File: src/rtl/rvfpm_result_sequencer_pkg.sv
// Shared types for the rvfpm in-order result sequencer: slot state, slot record, pointer width.
package pa_rvfpm;

    localparam int RSEQ_DEPTH = 4;
    localparam int RSEQ_ID_W  = 4;
    localparam int RSEQ_FLEN  = 32;
    localparam int RSEQ_PTR_W = $clog2(RSEQ_DEPTH) + 1;

    typedef enum logic [1:0] {
        FREE,
        ISSUED,
        COMMITTED,
        KILLED
    } rseq_state_t;

    typedef struct packed {
        rseq_state_t            state;
        logic                   done;
        logic [RSEQ_ID_W-1:0]   id;
        logic [RSEQ_FLEN-1:0]   data;
        logic [4:0]             rd;
    } rseq_slot_t;

endpackage

File: src/rtl/rvfpm_result_sequencer_cam.sv
// Combinational ID match across all sequencer slots; the lowest matching index wins.
module rvfpm_rseq_cam #(
    parameter  int DEPTH = 4,
    parameter  int ID_W  = 4,
    localparam int IDX_W = $clog2(DEPTH)
) (
    input  logic [DEPTH-1:0][ID_W-1:0] ids,
    input  logic [DEPTH-1:0]           mask,
    input  logic [ID_W-1:0]            key,
    output logic                       hit,
    output logic [IDX_W-1:0]           idx
);

    always_comb begin
        hit = 1'b0;
        idx = '0;
        for (int i = DEPTH - 1; i >= 0; i--) begin
            if (mask[i] && (ids[i] == key)) begin
                hit = 1'b1;
                idx = IDX_W'(i);
            end
        end
    end

endmodule

File: src/rtl/rvfpm_result_sequencer.sv
// In-order result scheduler between the FPU datapath and the XIF result port.
// Optional same-cycle completion bypass on a committed head: define RVFPM_RSEQ_BYPASS_EN.
module rvfpm_result_sequencer
    import pa_rvfpm::*;
#(
    parameter int DEPTH      = RSEQ_DEPTH,
    parameter int X_ID_WIDTH = RSEQ_ID_W,
    parameter int FLEN       = RSEQ_FLEN
) (
    input  logic                    ck,
    input  logic                    rst,
    input  logic                    alloc_valid,
    input  logic [X_ID_WIDTH-1:0]   alloc_id,
    output logic                    alloc_ready,
    input  logic                    commit_valid,
    input  logic [X_ID_WIDTH-1:0]   commit_id,
    input  logic                    commit_kill,
    input  logic                    dp_valid,
    input  logic [X_ID_WIDTH-1:0]   dp_id,
    input  logic [FLEN-1:0]         dp_data,
    input  logic [4:0]              dp_rd,
    output logic                    dp_ready,
    output logic                    result_valid,
    input  logic                    result_ready,
    output logic [X_ID_WIDTH-1:0]   result_id,
    output logic [FLEN-1:0]         result_data,
    output logic [4:0]              result_rd,
    output logic                    orphan,
    output logic [$clog2(DEPTH):0]  count
);

    localparam int PTR_W = $clog2(DEPTH) + 1;
    localparam int IDX_W = PTR_W - 1;

    rseq_state_t             state_q [DEPTH];
    logic [DEPTH-1:0]        done_q;
    logic [X_ID_WIDTH-1:0]   id_q    [DEPTH];
    logic [FLEN-1:0]         data_q  [DEPTH];
    logic [4:0]              rd_q    [DEPTH];
    logic [PTR_W-1:0]        head_q, tail_q, count_q;
    logic                    orphan_q;

    rseq_slot_t              slot    [DEPTH];
    rseq_state_t             cm_state [DEPTH];
    logic [DEPTH-1:0][X_ID_WIDTH-1:0] cm_ids, dp_ids;
    logic [DEPTH-1:0]        cm_mask, dp_mask;
    logic                    cm_hit, dp_hit;
    logic [IDX_W-1:0]        cm_idx, dp_idx, head_idx, tail_idx;
    rseq_slot_t              head;
    logic                    alloc_fire, empty, head_killed, head_done, byp;
    logic                    retire, dp_store, cm_apply;

    assign head_idx    = head_q[IDX_W-1:0];
    assign tail_idx    = tail_q[IDX_W-1:0];
    assign alloc_ready = (count_q != PTR_W'(DEPTH));
    assign alloc_fire  = alloc_valid && alloc_ready;
    assign dp_ready    = 1'b1;
    assign count       = count_q;
    assign orphan      = orphan_q;

    // Commit search sees the slot being allocated this cycle as already ISSUED.
    always_comb begin
        for (int i = 0; i < DEPTH; i++) begin
            slot[i] = '{state: state_q[i], done: done_q[i], id: id_q[i],
                        data: data_q[i], rd: rd_q[i]};
            cm_state[i] = slot[i].state;
            cm_ids[i]   = slot[i].id;
            if (alloc_fire && (IDX_W'(i) == tail_idx)) begin
                cm_state[i] = ISSUED;
                cm_ids[i]   = alloc_id;
            end
            cm_mask[i] = (cm_state[i] != FREE);
            dp_ids[i]  = slot[i].id;
            dp_mask[i] = (((slot[i].state == ISSUED) || (slot[i].state == COMMITTED))
                          && !slot[i].done) || (slot[i].state == KILLED);
        end
    end

    rvfpm_rseq_cam #(.DEPTH(DEPTH), .ID_W(X_ID_WIDTH)) u_cam_commit (
        .ids  (cm_ids),
        .mask (cm_mask),
        .key  (commit_id),
        .hit  (cm_hit),
        .idx  (cm_idx)
    );

    rvfpm_rseq_cam #(.DEPTH(DEPTH), .ID_W(X_ID_WIDTH)) u_cam_dp (
        .ids  (dp_ids),
        .mask (dp_mask),
        .key  (dp_id),
        .hit  (dp_hit),
        .idx  (dp_idx)
    );

    assign head        = slot[head_idx];
    assign empty       = (head_q == tail_q);
    assign head_killed = !empty && (head.state == KILLED);
    assign head_done   = !empty && (head.state == COMMITTED) && head.done;

`ifdef RVFPM_RSEQ_BYPASS_EN
    assign byp = dp_valid && dp_hit && (dp_idx == head_idx) && !empty
                 && (head.state == COMMITTED) && !head.done;
`else
    assign byp = 1'b0;
`endif

    assign result_valid = head_done || byp;
    assign retire       = head_killed || (result_valid && result_ready);
    assign result_id    = result_valid ? head.id : '0;
    assign result_data  = byp ? dp_data : (head_done ? head.data : '0);
    assign result_rd    = byp ? dp_rd   : (head_done ? head.rd   : '0);

    // A completion that lands on a killed slot is swallowed without an orphan pulse.
    assign dp_store = dp_valid && dp_hit && (slot[dp_idx].state != KILLED);
    assign cm_apply = commit_valid && cm_hit && (cm_state[cm_idx] == ISSUED);

    always_ff @(posedge ck or negedge rst) begin
        if (!rst) begin
            for (int i = 0; i < DEPTH; i++) state_q[i] <= FREE;
            done_q   <= '0;
            head_q   <= '0;
            tail_q   <= '0;
            count_q  <= '0;
            orphan_q <= 1'b0;
        end else begin
            if (alloc_fire) begin
                state_q[tail_idx] <= ISSUED;
                done_q[tail_idx]  <= 1'b0;
                tail_q            <= tail_q + 1'b1;
            end
            if (dp_store) done_q[dp_idx] <= 1'b1;
            if (cm_apply) state_q[cm_idx] <= commit_kill ? KILLED : COMMITTED;
            // Retire is last so freeing the head overrides a same-cycle bypass completion.
            if (retire) begin
                state_q[head_idx] <= FREE;
                done_q[head_idx]  <= 1'b0;
                head_q            <= head_q + 1'b1;
            end
            count_q  <= count_q + PTR_W'(alloc_fire) - PTR_W'(retire);
            orphan_q <= dp_valid && !dp_hit;
        end
    end

    always_ff @(posedge ck) begin
        if (alloc_fire) id_q[tail_idx] <= alloc_id;
        if (dp_store) begin
            data_q[dp_idx] <= dp_data;
            rd_q[dp_idx]   <= dp_rd;
        end
    end

endmodule

File: config.mk
export PLATFORM = sky130hd
export DESIGN_NAME = rvfpm_result_sequencer
export DESIGN_NICKNAME = d
export VERILOG_FILES = /design/src/rtl/rvfpm_result_sequencer_pkg.sv /design/src/rtl/rvfpm_result_sequencer_cam.sv /design/src/rtl/rvfpm_result_sequencer.sv
export SDC_FILE = /design/constraint.sdc
export NUM_CORES = 1
export LEC_CHECK = 0
export BUFFER_PORTS_ARGS = -buffer_cell sky130_fd_sc_hd__buf_2
export CAP_MARGIN = 30
export CORE_AREA = 2 2 149 151
export CTS_BUF_LIST = sky130_fd_sc_hd__clkbuf_4 sky130_fd_sc_hd__clkbuf_8
export CTS_CLUSTER_DIAMETER = 120
export DETAILED_ROUTE_END_ITERATION = 8
export DIE_AREA = 0 0 151 153
export GPL_ROUTABILITY_DRIVEN = 0
export MAX_ROUTING_LAYER = met4
export SLEW_MARGIN = 40
export SYNTH_ARGS = -nofsm -noshare
export SYNTH_HDL_FRONTEND = slang
export SYNTH_SLANG_ARGS = --single-unit
File: constraint.sdc
create_clock -name ck -period 4.85 [get_ports ck]
set_clock_uncertainty 0.15 [all_clocks]
set_input_delay 0.485 -clock ck [delete_from_list [all_inputs] [get_ports ck]]
set_output_delay 0.485 -clock ck [all_outputs]
set_load 0.005 [all_outputs]
==> results.json, run 1 <==
{
  "clkPwrFrac_pct": 24.2,
  "htree_levels": 4,
  "cts_root_buf": "clkbuf_8",
  "switchingPower_uw": 1430,
  "die_area_um2": 23100,
  "slew_headroom_pct": 43.0,
  "core_region_area_um2": 21500,
  "area_growth_pct": 16.0,
  "setup_violations": 0,
  "via_count": 4649,
  "irDropWorstVdd_uv": 231,
  "comb_power_share_pct": 29.1,
  "power_density_nw_per_um2": 470,
  "r2r-start": "slot[43]",
  "layout-drive-gt1-share_pct": 32.7,
  "critPathMaxFanout": 22,
  "async_flop_share_pct": 11.8,
  "port_buffers": 102,
  "total_power_uw": 4470,
  "viasPerCell": 5.19,
  "cts_resized": 0,
  "switching_share_pct": 32.0,
  "wl_met1_um": 7660,
  "synth_area_leader_cell": "edfxtp_1",
  "ys_ff_latch": 186,
  "hold_start": "dp_data[20]",
  "cp-end-kind": "flop",
  "min_to": "data_q[3][20]",
  "rsz0062_at_grt": "false",
  "cp.required_ps": 4870,
  "grt_max_degree": 41,
  "routed_wl_um": 17600,
  "synth_top_family_by_area": "multiplexers",
  "hold_viol": 0,
  "drtAntennaViolNets": 0,
  "highest_layer": "met4",
  "worstMarginPinSlew_ps": 855,
  "cts_tree": "yes",
  "whs_ps": 79.0,
  "die_width_um": 151,
  "synth_fa_ha_area_share_pct": 2.38,
  "wire_per_inst_um": 19.6,
  "clock_latency_ps": 460,
  "p_int_uw": 3040,
  "synthTopCellsByArea": "edfxtp_1 60%, mux4_2 12%, dfrtp_1 6.7%",
  "syn_inst": 492,
  "boundaryPins": 104,
  "syn_nets": 563,
  "drc_errors": 0,
  "synth_warnings": 0,
  "drv_cap": 0,
  "grt.total_usage_pct": 16.4,
  "min_period_ps": 4070,
  "muxShareOfSynthArea_pct": 12.8,
  "die_h_um": 153,
  "worstSetupPathType": "reg2reg",
  "ctsLongestPathBuffers": 2,
  "dr.pass1.iters": 4,
  "fmax_ghz": 0.246,
  "fin_nets": 670,
  "num_rows": 54,
  "dr_wl_met3_um": 985,
  "p_leak_uw": 0.00340,
  "dr_wl_met2_um": 8730,
  "regToRegEndpoint": "data_q[2][25]",
  "postLayoutCellArea_um2": 9510,
  "clk_pin_slew_worst_paths_ps": 110,
  "r2r_setup_slack_ps": 780,
  "placed_area_um2": 9050,
  "avgSynthCellArea_um2": 16.7,
  "synth_cell_types": 51,
  "dpl.hpwl_um": 11700,
  "cts_buffers": 17,
  "post_cts_buffers": 0,
  "fillers": 1945,
  "fin_crit_sh_pct": 83.9,
  "rr_worst_depth": 9,
  "seqPwrFrac_pct": 46.8,
  "initial_utilization_pct": 38.2,
  "critPathLaunchType": "flop",
  "synthXorXnorAreaFrac_pct": 4.27,
  "grt_pass1_vias": 4957,
  "synth_seq_area_share_pct": 66.8,
  "pre_cts_ws_ps": 818,
  "grt_pass1_wl_um": 27600,
  "synth-compound-area-share_pct": 3.84,
  "min_path_cells": 1,
  "outcome": "finished clean",
  "fin_tns_setup_ps": 0,
  "final.setup.worst_slack_ps": 780,
  "yosysTopAreaCellShare_pct": 60.0,
  "grt_remaining_overflow": 0,
  "synth_edf_count": 164,
  "yosys.area_share.simple_pct": 7.66,
  "worstPathArrival_ps": 4090,
  "drv_slew": 0,
  "drtIter0Drc": 328,
  "hold_path.class": "in2reg",
  "hold_buffers": 1,
  "antenna_found_initial": 2,
  "netlist_area_um2": 8200,
  "ys.flop_type": "edfxtp_1",
  "cts_num_sinks": 186
}
[worst max path at each step]
stage,start,endpoint,slack [ps],cells past startpoint
CTS,slot[43],data_q[2][24],780,9
floorplan,dp_id[2],data_q[2][0],470,8
finish,slot[43],data_q[2][25],780,9
detailed placement,slot[43],data_q[2][23],820,9
global route,slot[43],data_q[2][25],510,9
global placement,slot[43],data_q[2][23],960,9
[final cells by class]
cell class | count | area [um^2] | share of cell area, %
timing repair buffer | 110 | 577 | 6.06
clock buffer | 17 | 234 | 2.46
multi-input combinational | 262 | 2570 | 27.0
sequential | 186 | 5480 | 57.6
inverter | 22 | 87.6 | 0.921
tap | 280 | 350 | 3.68
clock inverter | 15 | 201 | 2.12
antenna | 3 | 7.51 | 0.0789
[cells in the mapped netlist, drive strengths merged (2+ instances only)]
| library cell | n |
|---|---|
| or3b | 2 |
| o31ai | 4 |
| edfxtp | 164 |
| a22oi | 2 |
| nand2 | 19 |
| o21ai | 11 |
| a21oi | 5 |
| nor3 | 6 |
| dfrtp | 22 |
| a2111oi | 2 |
| clkbuf | 17 |
| nor4 | 2 |
| a221oi | 5 |
| o22ai | 2 |
| xnor2 | 26 |
| nand4 | 5 |
| xor2 | 14 |
| nor2 | 14 |
| mux4 | 44 |
| nand2b | 2 |
| nor2b | 45 |
| nand3 | 11 |
| buf | 5 |
| ha | 14 |
| inv | 22 |
| mux2i | 5 |
| and2 | 2 |
| o31a | 2 |
| or3 | 2 |
[state kept, by name, indices dropped and copies added (netlist names)]
register	count
orphan	1
done_q	4
data_q	128
id_q	16
rd_q	20
tail_q	3
slot	8
count	3
head_q	3
[power by group through the flow]
| stage | logic, uW | registers, uW | clock network [uW] |
|---|---|---|---|
| floorplan | 1030 | 2060 | 0 |
| global placement | 1300 | 2120 | 0 |
| detailed placement | 1320 | 2130 | 0 |
| CTS | 1330 | 2090 | 1110 |
| global route | 1440 | 2120 | 1170 |
| finish | 1300 | 2090 | 1080 |
[routing by layer]
layer	track usage [%]	up-vias
li1	-	2104
met5	-	-
met3	4.57	12
met2	26.1	128
met4	4.05	0
met1	20.9	2405
[critical path, stage by stage (launching register included)]
cell	delay [ps]
dfrtp_1	450
ha_1	290
nor2b_1	110
o21ai_0	80
nor4_1	700
o31ai_1	200
a221oi_1	400
a22oi_1	340
nor2b_4	710
buf_4	330
[per-stage QoR]
step / std cells / utilization, %
final: 895 / 44.3
after global routing: 894 / 44.3
after CTS: 892 / 44.2
after detailed placement: 859 / 42.1
after global placement: 859 / 42.1
after floorplan: 492 / -
[cell families after synthesis]
kind of cell	after synthesis
XOR/XNOR	40
multiplexers	50
AO/OA/AOI/OAI	43
adder cells (fa/ha/maj)	15
AND/OR/NAND/NOR	113
other	1
flip-flops	186
buffers and inverters	44
[cell usage in the layout, fill, tap and decap left out, drive strengths merged, types with 14 or more instances in the layout]
master  synthesis  routed
edfxtp        164     164
buf             5     109
nor2b          45      45
mux4           44      44
inv            22      27
xnor2          26      26
dfrtp          22      22
nand2          19      19
clkbuf         17      17
xor2           14      14
ha             14      14
nor2           14      14
No activity file was read; power rests on OpenSTA's default activity.
==> run 2: changes to the inputs <==
Clock period 4.85 ns to 3.7 ns, I/O delays scaled along.
==> results.json, run 2 (synthesized netlist as in run 1, its figures left out) <==
{
  "min_period_ps": 3310,
  "n_antenna_cell": 0,
  "cts_num_sinks": 186,
  "comb_power_share_pct": 30.0,
  "dr_wl_met3_um": 830,
  "clock_latency_ps": 460,
  "drc_errors": 0,
  "boundaryPins": 104,
  "fin_crit_sh_pct": 89.4,
  "final_cell_mix": "164 x edfxtp_1, 102 x buf_2, 44 x mux4_2, 44 x nor2b_1, 38 x dlygate4sd3_1",
  "viasPerCell": 5.09,
  "die_width_um": 151,
  "rsz0062_at_grt": "false",
  "hold_path.class": "in2reg",
  "highest_layer": "met4",
  "port_buffers": 102,
  "worstPathArrival_ps": 2790,
  "fillers": 1915,
  "area_growth_pct": 20.9,
  "largest_register_ffs": 128,
  "layout-drive-gt1-share_pct": 31.1,
  "num_rows": 54,
  "reg_top3": "data_q (128), rd_q (20), id_q (16)",
  "cp.required_ps": 3180,
  "p_leak_uw": 0.00359,
  "ctsLongestPathBuffers": 2,
  "via_count": 4741,
  "core_region_area_um2": 21500,
  "fin_tns_setup_ps": 0,
  "dr_wl_met2_um": 9050,
  "die_area_um2": 23100,
  "grt_pass1_wl_um": 28300,
  "cts_buffers": 17,
  "drv_cap": 0,
  "grt_pass1_vias": 5108,
  "wl_met1_um": 7710,
  "switching_share_pct": 31.7,
  "layout_commonest_cell": "edfxtp_1",
  "irDropWorstVdd_uv": 343,
  "wire_per_inst_um": 19.1,
  "drv_slew": 0,
  "htree_levels": 4,
  "routed_wl_um": 17800,
  "seqPwrFrac_pct": 46.6,
  "clkPwrFrac_pct": 23.4,
  "die_h_um": 153,
  "critPathMaxFanout": 31,
  "p_int_uw": 4020,
  "worstSetupPathType": "reg2out",
  "setup_violations": 0,
  "initial_utilization_pct": 38.2,
  "r2r_setup_slack_ps": 560,
  "grt_remaining_overflow": 0,
  "antenna_found_initial": 0,
  "slew_headroom_pct": 52.7,
  "cts_root_buf": "clkbuf_8",
  "worstMarginPinSlew_ps": 692,
  "clk_pin_slew_worst_paths_ps": 100,
  "critPathLaunchType": "flop",
  "fmax_ghz": 0.302,
  "post_cts_buffers": 0,
  "switchingPower_uw": 1870,
  "top_register": "data_q",
  "grt_max_degree": 41,
  "outcome": "finished clean",
  "whs_ps": 48.9,
  "fin_nets": 711,
  "drtIter0Drc": 277,
  "dpl.hpwl_um": 11600,
  "hold_viol": 0,
  "cts_tree": "yes",
  "power_density_nw_per_um2": 594,
  "grt.total_usage_pct": 16.7,
  "final_core_utilization_pct": 46.1,
  "drtAntennaViolNets": 0,
  "cp-end-kind": "output port",
  "dr.pass1.iters": 4
}
run 2: changes by cell type in the layout (fill, tap and decap cells not counted), sizes merged:
cell / before / now
buf: 109 / 113
diode: 3 / 0
clkinvlp: 3 / 1
dlygate4sd3: 1 / 38
inv: 27 / 28
run 2: layout make-up:
class	count	area (um^2)	area share [%]
clock buffers	17	234	2.36
clock inverters	14	175	1.77
inverters	22	85.1	0.858
multi-input cells	262	2570	26.0
flip-flops and latches	186	5480	55.3
well taps	280	350	3.53
repair buffers	151	1010	10.2
run 2: power by group through the flow:
stage	clock network (uW)	registers, uW	logic (uW)
global route	1510	2780	1960
global placement	0	2780	1740
finish	1380	2740	1770
floorplan	0	2700	1360
detailed placement	0	2790	1760
CTS	1420	2750	1810
run 2: final timing paths:
| check | startpoint | to | cells past startpoint |
|---|---|---|---|
| setup / recovery | head_q[0] | result_id[0] | 5 |
| hold / removal | alloc_id[1] | id_q[1][1] | 1 |
| setup reg to reg | slot[43] | data_q[0][10] | 10 |
| hold reg to reg | head_q[2] | head_q[2] | 1 |
| max in group asynchronous | rst | head_q[0] | 2 |
| min in group asynchronous | rst | slot[175] | 2 |
run 2: repair_timing:
action,in CTS,in global routing
endpoints found under the setup margin,0,0
hold buffers,38,0
endpoints found under the hold margin,170,0
resized for setup,0,0
run 2: routing by layer:
| metal | vias up | global-route usage, % |
|---|---|---|
| met1 | 2433 | 21.4 |
| met3 | 12 | 3.43 |
| met2 | 115 | 27.4 |
| met5 | - | - |
| li1 | 2181 | - |
| met4 | 0 | 3.83 |
run 2: critical path, cell delays in order (launching register included):
cell and delay, ps:
dfrtp_4 560, mux4_2 560, or3b_4 590, buf_4 280
nor2b_1 170, buf_2 140
run 2: metrics by stage:
step	cell area, um^2	cells	worst slack [ps]	power (uW)
after detailed placement	9120	863	569	4560
after CTS	9910	932	99.2	5970
after global placement	9120	863	641	4520
final	9910	932	390	5890
after floorplan	8210	492	-405	4050
after global routing	9910	932	282	6250
==> run 3: changes to the inputs <==
Settings changed: CORE_AREA 2 2 149 151 to 2 2 150 152, CTS_CLUSTER_SIZE set to 28, DIE_AREA 0 0 151 153 to 0 0 152 154, SYNTH_HIERARCHICAL set to 1.
Clock period 3.7 ns to 3.15 ns, I/O delays scaled along.
==> results.json, run 3 <==
{
  "fin_nets": 774,
  "placed_area_um2": 9580,
  "wire_per_inst_um": 19.2,
  "cts_tree": "yes",
  "use_met2_pct": 27.9,
  "initial_utilization_pct": 38.4,
  "setup_violations": 8,
  "violations": "negative setup slack",
  "final_cell_mix": "164 x edfxtp_1, 102 x buf_2, 51 x buf_4",
  "layout-drive-gt1-share_pct": 40.4,
  "syn_inst": 501,
  "boundaryPins": 104,
  "async_flop_share_pct": 11.8,
  "port_buffers": 102,
  "final.setup.worst_slack_ps": -268,
  "drv_slew": 0,
  "p_leak_uw": 0.00396,
  "outcome": "complete, but fails checks",
  "critPathMaxFanout": 5,
  "synth_area_leader_cell": "edfxtp_1",
  "clk_pin_slew_worst_paths_ps": 100,
  "area_growth_pct": 27.3,
  "hold_viol": 0,
  "post-synth-top-count-cell": "edfxtp_1",
  "synth_warnings": 6,
  "min_period_ps": 3420,
  "ys_ff_latch": 186,
  "layout_commonest_cell": "edfxtp_1",
  "die_width_um": 152,
  "htree_levels": 4,
  "grt_busiest_layer": "met2",
  "synthTopCellsByArea": "edfxtp_1 59%, mux4_2 12%, dfrtp_1 6.6%",
  "stdcell_count": 996,
  "drtIter0Drc": 315,
  "ys_top_cells_by_count": "164 x edfxtp_1, 46 x nand2_1, 44 x nor2b_1",
  "fin_crit_sh_pct": 108,
  "worstSetupPathType": "reg2reg",
  "die_h_um": 154,
  "ys.flop_type": "edfxtp_1",
  "grt_pass1_wl_um": 30200,
  "grtUsageMet1_pct": 21.7,
  "cts_num_sinks": 186,
  "grt.total_usage_pct": 17.3,
  "rsz0062_at_grt": "true",
  "reg_top3": "data_q (128), rd_q (20), id_q (16)",
  "postLayoutCellArea_um2": 10600,
  "cts_buffers": 17,
  "antenna_found_initial": 0,
  "worstPathArrival_ps": 3650,
  "r2r_setup_slack_ps": -270,
  "top_register": "data_q",
  "syn_nets": 572,
  "synth_fa_ha_area_share_pct": 2.34,
  "cp-end-kind": "flop",
  "n_antenna_cell": 0,
  "netlist_area_um2": 8340,
  "cp.required_ps": 3380,
  "power_density_nw_per_um2": 716,
  "drv_cap": 0,
  "via_count": 5061,
  "yosys.area_share.simple_pct": 9.88,
  "num_rows": 54,
  "worstMarginPinSlew_ps": 610,
  "irDropWorstVdd_uv": 345,
  "hold_path.class": "in2reg",
  "grt_remaining_overflow": 0,
  "drtAntennaViolNets": 0,
  "synth_seq_area_share_pct": 65.7,
  "place_inst": 911,
  "synth-compound-area-share_pct": 2.93,
  "largest_register_ffs": 128,
  "muxShareOfSynthArea_pct": 13.0,
  "grt_max_degree": 41,
  "clock_latency_ps": 460,
  "whs_ps": 30.1,
  "synthXorXnorAreaFrac_pct": 4.31,
  "fmax_ghz": 0.293,
  "grt_pass1_vias": 5464,
  "routed_wl_um": 19100,
  "dr.pass1.iters": 5,
  "critPathLaunchType": "flop",
  "ctsLongestPathBuffers": 2,
  "die_area_um2": 23400,
  "yosysTopAreaCellShare_pct": 59.1,
  "cts_root_buf": "clkbuf_8",
  "synth_top_family_by_area": "multiplexers",
  "viasPerCell": 5.08,
  "avgSynthCellArea_um2": 16.6,
  "synth_cell_types": 51,
  "met3_usage_pct": 4.28,
  "slew_headroom_pct": 59.3,
  "drc_errors": 0,
  "core_region_area_um2": 21700,
  "synth_edf_count": 164,
  "final_core_utilization_pct": 48.9,
  "dpl.hpwl_um": 12500
}
[run 3: cell count changes after synthesis, sizes merged, moves of 4 or more]
cell	before	now
nand2	19	47
xor2	14	29
xnor2	26	12
clkbuf	17	6
o21ai	11	2
mux2	1	9
buf	5	10
inv	22	17
nand3	11	6
a21oi	5	9
a221oi	5	1
mux2i	5	1
nor4	2	6
[run 3: final timing paths]
kind                        startpoint         end  cells past startpoint
min in group asynchronous          rst   tail_q[0]                      2
setup / recovery              count[1]   slot[131]                     17
max in group asynchronous          rst   head_q[0]                      2
hold reg to reg              head_q[2]   head_q[2]                      1
hold / removal             alloc_id[2]  id_q[3][2]                      1
setup reg to reg              count[1]   slot[131]                     17
[run 3: logic make-up after synthesis]
| group | after synthesis |
|---|---|
| compound gates | 31 |
| buf+inv | 35 |
| mux | 53 |
| xor+xnor | 41 |
| fa+ha+maj | 15 |
| flops | 186 |
| simple gates | 139 |
| other cells | 1 |
[run 3: layout make-up]
cell class	instances	area [um^2]
clock buffer	17	234
sequential	186	5480
clock inverter	15	180
multi-input combinational	280	2880
timing repair buffer	199	1410
tap	280	350
fill	1861	11100
inverter	19	80.1
[run 3: report_power, final]
| group | switching, uW | internal (uW) |
|---|---|---|
| Clock | 920 | 670 |
| Combinational | 1380 | 1450 |
| Sequential | 212 | 2970 |
[run 3: metrics by stage]
stage          total power, uW  setup TNS, ps  setup slack [ps]
6_report                  7600          -2010              -268
5_1_grt                   8030          -3240              -425
4_1_cts                   7550          -1290              -215
3_5_place_dp              5840          -2510              -370
3_3_place_gp              5790          -1770              -265
2_1_floorplan             4980         -14940              -327
[run 3: critical path, stage by stage, from the launching register on]
cell	delay [ps]
dfrtp_1	390
or3b_1	390
and2_4	190
nand2_4	80
clkinv_4	70
mux2_2	290
xnor2_2	150
nand2_2	80
nor4_4	300
nor2b_2	100
nor3_4	200
buf_4	170
nor2_4	40
a22oi_2	170
o211a_4	180
buf_4	120
nand3_1	70
a31oi_1	190
[run 3: what timing repair did]
| action | in CTS | in global routing |
|---|---|---|
| pin swaps | 3 | 20 |
| setup endpoints to repair | 38 | 22 |
| gates cloned | 0 | 0 |
| hold buffers | 40 | 0 |
| hold endpoints to repair | 175 | 0 |
| gates resized for setup | 10 | 16 |
| setup buffers | 6 | 7 |
[run 3: per-layer routing]
layer | up-vias | wire [um]
li1 | 2296 | -
met1 | 2589 | 8120
met2 | 157 | 9560
met3 | 19 | 1100
met4 | 0 | 307
met5 | - | 0
